--- src/rtl/burst_pkg.sv ---
// Shared burst-length definitions for the burst-length/last conversion blocks.
package burst_pkg;

  localparam int BURST_LEN_WIDTH_DEFAULT = 8;

  typedef logic [BURST_LEN_WIDTH_DEFAULT-1:0] burst_len_t;

endpackage

--- src/rtl/count_burst_len.sv ---
// Recovers burst lengths (beats-1) from a per-beat last-flag stream.
// Define COUNT_BURST_LEN_SPLIT_EN to force-terminate bursts longer than 2^W beats.
module count_burst_len
  import burst_pkg::*;
#(
  parameter int BurstLenWidth = BURST_LEN_WIDTH_DEFAULT
) (
  input  logic                     clk,
  input  logic                     rst,
  input  logic                     last_dout,
  input  logic                     last_empty_n,
  output logic                     last_read,
  output logic [BurstLenWidth-1:0] burst_len_din,
  input  logic                     burst_len_full_n,
  output logic                     burst_len_write
);

  logic [BurstLenWidth-1:0] count_q, count_d;
  logic [BurstLenWidth-1:0] pending_len_q, pending_len_d;
  logic                     pending_q, pending_d;
  logic                     drain;
  logic                     completing;

  always_comb begin
    drain = pending_q & burst_len_full_n;
`ifdef COUNT_BURST_LEN_SPLIT_EN
    completing = last_dout | (count_q == '1);
`else
    completing = last_dout;
`endif
    // Only a completing beat needs the output register, so only it can stall.
    last_read = ~rst & last_empty_n & (~completing | ~pending_q | burst_len_full_n);

    count_d       = count_q;
    pending_d     = pending_q;
    pending_len_d = pending_len_q;
    if (drain) begin
      pending_d = 1'b0;
    end
    if (last_read) begin
      if (completing) begin
        pending_d     = 1'b1;
        pending_len_d = count_q;
        count_d       = '0;
      end else begin
        count_d = count_q + BurstLenWidth'(1);
      end
    end
  end

  always_ff @(posedge clk or posedge rst) begin
    if (rst) begin
      count_q       <= '0;
      pending_q     <= 1'b0;
      pending_len_q <= '0;
    end else begin
      count_q       <= count_d;
      pending_q     <= pending_d;
      pending_len_q <= pending_len_d;
    end
  end

  assign burst_len_write = pending_q;
  assign burst_len_din   = pending_len_q;

endmodule

--- config.mk ---
export PLATFORM = sky130hd
export DESIGN_NAME = count_burst_len
export DESIGN_NICKNAME = d
export VERILOG_FILES = /design/src/rtl/burst_pkg.sv /design/src/rtl/count_burst_len.sv
export SDC_FILE = /design/constraint.sdc
export NUM_CORES = 1
export LEC_CHECK = 0
export ABC_AREA = 1
export BUFFER_PORTS_ARGS = -buffer_cell sky130_fd_sc_hd__buf_2
export CAP_MARGIN = 20
export CORE_MARGIN = 2
export CORE_UTILIZATION = 30
export DETAILED_ROUTE_END_ITERATION = 6
export PLACE_DENSITY_LB_ADDON = 0.25
export SETUP_SLACK_MARGIN = 0.5
export SLEW_MARGIN = 5
export SYNTH_ARGS = -nofsm -noshare
export SYNTH_HDL_FRONTEND = slang
export SYNTH_SLANG_ARGS = --single-unit
--- constraint.sdc ---
create_clock -name clk -period 1.85 [get_ports clk]
set_clock_uncertainty 0.2 [all_clocks]
set_input_delay 0.2775 -clock clk [delete_from_list [all_inputs] [get_ports clk]]
set_output_delay 0.2775 -clock clk [all_outputs]
set_load 0.02 [all_outputs]
==> impl_metrics.tcl <==
set metrics [dict create \
    status "finished, final reports clean" \
    synth_area_per_cell_um2 8.176 \
    maxCapViolCount 0 \
    route.detailed.drc 0 \
    cts_max_path_buffers 2 \
    powerDensity_mw_per_mm2 816.2 \
    grt_first_pass_wirelength_um 2946 \
    drt_iter0_markers 12 \
    cts_buffers 3 \
    rsz0062_at_grt "true" \
    start_util_pct 30.74 \
    p_int_uw 610.9 \
    post-route-util_pct 40.94 \
    pwr-share-comb_pct 27.0 \
    cp-end-kind "primary output" \
    ant_nets 0 \
    fp.dieH_um 56.47 \
    area.growth.synth_to_final_pct 33.18 \
    worstMarginPinSlew_ns 0.2417 \
    swShare_pct 31.95 \
    crit_start "burst_len_write$_DFF_PP0_" \
    num_rows 19 \
    htree_levels 1 \
    critical_path_class "flip-flop to primary output" \
    grt_max_degree 21 \
    nNetsFinal 135 \
    antenna_found_initial 0 \
    grt_pass1_vias 696 \
    tns_ns 0 \
    wl_per_cell_um 10.07 \
    arrival_ns 1.07 \
    r2r-start "burst_len_write$_DFF_PP0_" \
    via_per_inst 4.440 \
    clock.fmax_mhz 644.6 \
    synthMuxAreaShare_pct 0 \
    place.gp.congestion 0.7159 \
    dieWidth_um 56.47 \
    finalSetupViolations 0 \
    p_sw_uw 286.8 \
    synth_top_family_by_area "simple AND/OR/NAND/NOR gates" \
    dp_hpwl_um 1140 \
    path_clk_slew_ns 0.10 \
    clock_sinks 17 \
    fin_area_mm2 0.001100 \
    rr_worst_depth 7 \
    cp_data_required_time_ns 1.37 \
    min_path_type "primary input to flip-flop" \
    core-area_mm2 0.002686 \
    synth.distinct_cells 15 \
    rrSetupSlack_ns 0.43 \
    period_needed_ns 1.551 \
    dpl-instance-area_um2 929.6 \
    seqPwrFrac_pct 50.3 \
    min_from "burst_len_full_n" \
    yosys.area_share.adder_pct 1.515 \
    overflow 0 \
    grt_usage_pct 11.64 \
    tritoncts "yes" \
    port_buffers 14 \
    cp-start-kind "flip-flop" \
    vdd_drop_max_mv 0.3811 \
    reg2reg_to "count_q[6]$_DFFE_PP0N_" \
    dieArea_mm2 0.003188 \
    ys_warn_count 0 \
    clock_latency_ns 0.29 \
    diodes 0 \
    cp-endpoint "burst_len_write" \
    leakage_uw 0.0005775 \
    final_layout_size_suffix_gt1_share_pct 31.25 \
    drv_slew 0 \
    synth_area_leader_cell "dfrtp_1" \
    slew_headroom_pct 83.89 \
    yosys.area_share.simple_pct 27.27 \
    synth-seq-cells 17 \
    finalHoldViolations 0 \
    critPathMaxFanout 3 \
    synth_area_um2 825.8 \
    synth-xor-area-share_pct 0 \
    synth.area.top_cells "dfrtp_1, nand2_1, inv_1, nand3_1, o21ai_2" \
    routed_wirelength_um 1601 \
    min_period_over_period_pct 83.86 \
    synth_compound_area_share_pct 10.91 \
    pwr-share-clk_pct 22.7 \
    syn-num-nets 107 \
    fill_cells 292 \
    num_io_pins 15 \
    syn_inst 101 \
    yosysTopAreaCellShare_pct 51.52 \
    ys_seq_area_share_pct 51.52 \
    cts_root_buf "clkbuf_4" \
    routed-via-count 706 \
    drt_pre_antenna_iters 4 \
]
[flip-flops by register name (all words and copies together), names as in the netlist]
register,count
burst_len_din,8
burst_len_write,1
count_q,8
[metal layers]
layer	track usage, %	vias to the layer above	share of wire (%)
li1	-	365	-
met1	14.77	322	48
met2	18.27	17	46
met3	2.765	2	5.4
met4	6.122	0	1.1
met5	0	-	0
[synth_stat cells]
cell type  instances
o21ai_0            6
buf_6              1
nand3_1            7
o21ai_2            4
buf_2              1
ha_1               1
nor2_1             8
nand2_1           31
nor2_4             2
nand3_2            1
dfrtp_1           17
nand2_2            1
a21oi_1            5
nor3_1             1
inv_1             15
[cell usage in the layout (no fill, tap or decap), types with 3 or more instances in the layout]
master / instances
nor2_4: 3
buf_6: 7
buf_4: 10
nor2_1: 6
nand3_1: 7
o21ai_0: 5
o21ai_2: 4
inv_1: 14
a21oi_1: 4
dfrtp_1: 17
buf_2: 7
clkbuf_4: 3
nand2_1: 31
[how the worst min path moves through the flow]
| stage | slack (ns) | cells after the start | to |
|---|---|---|---|
| 3_3_place_gp | 0.17 | 3 | burst_len_write$_DFF_PP0_ |
| 6_report | 0.14 | 4 | burst_len_write$_DFF_PP0_ |
| 2_1_floorplan | -0.08 | 1 | burst_len_din[0]$_DFFE_PP0P_ |
| 3_5_place_dp | 0.17 | 3 | count_q[1]$_DFFE_PP0N_ |
| 4_1_cts | 0.1 | 4 | burst_len_write$_DFF_PP0_ |
| 5_1_grt | 0.16 | 4 | burst_len_write$_DFF_PP0_ |
[power groups by stage]
stage	combinational, uW	sequential, uW	clock, uW
after detailed placement	182	457	0
after floorplan	91.5	489	0
after CTS	193	450	211
final	242	452	204
after global placement	181	457	0
after global routing	271	458	229
[timing repair]
action / 4_1_cts / 5_1_grt
hold buffers: 1 / 0
endpoints found under the hold margin: 17 / 0
endpoints found under the setup margin: 14 / 24
resized for setup: 4 / 16
pin swaps: 1 / 3
buffers inserted: 2 / 7
[per-stage QoR]
stage	hold WS, ns	total power (uW)	setup WS, ns	std cells
finish	0.1397	897.7	0.2986	159
global route	0.1578	958.3	0.2522	159
CTS	0.09627	853.7	0.2810	152
detailed placement	0.1698	639.1	0.2971	145
global placement	0.1657	637.8	0.3323	145
floorplan	-0.08473	580.4	0.5115	101
[worst max-delay path, cell delays in order (launching register included)]
cell	delay, ns
dfrtp_1	0.40
buf_4	0.14
buf_4	0.12
buf_6	0.12
[layout make-up]
| type | count | area (um2) | share of cell area [%] |
|---|---|---|---|
| inverter | 15 | 60.06 | 5.461 |
| sequential | 17 | 425.4 | 38.68 |
| multi-input combinational | 67 | 349.1 | 31.74 |
| timing repair buffer | 25 | 198.9 | 18.09 |
| tap | 31 | 38.79 | 3.527 |
| clock inverter | 1 | 5.005 | 0.4551 |
| clock buffer | 3 | 22.52 | 2.048 |
[cells by family after synthesis]
group / after synthesis
AOI/OAI and AO/OA: 15
buffers and inverters: 17
DFF: 17
and+or+nand+nor: 51
adders and majority gates: 1
Note: power is estimated with default switching activity, not from simulation.
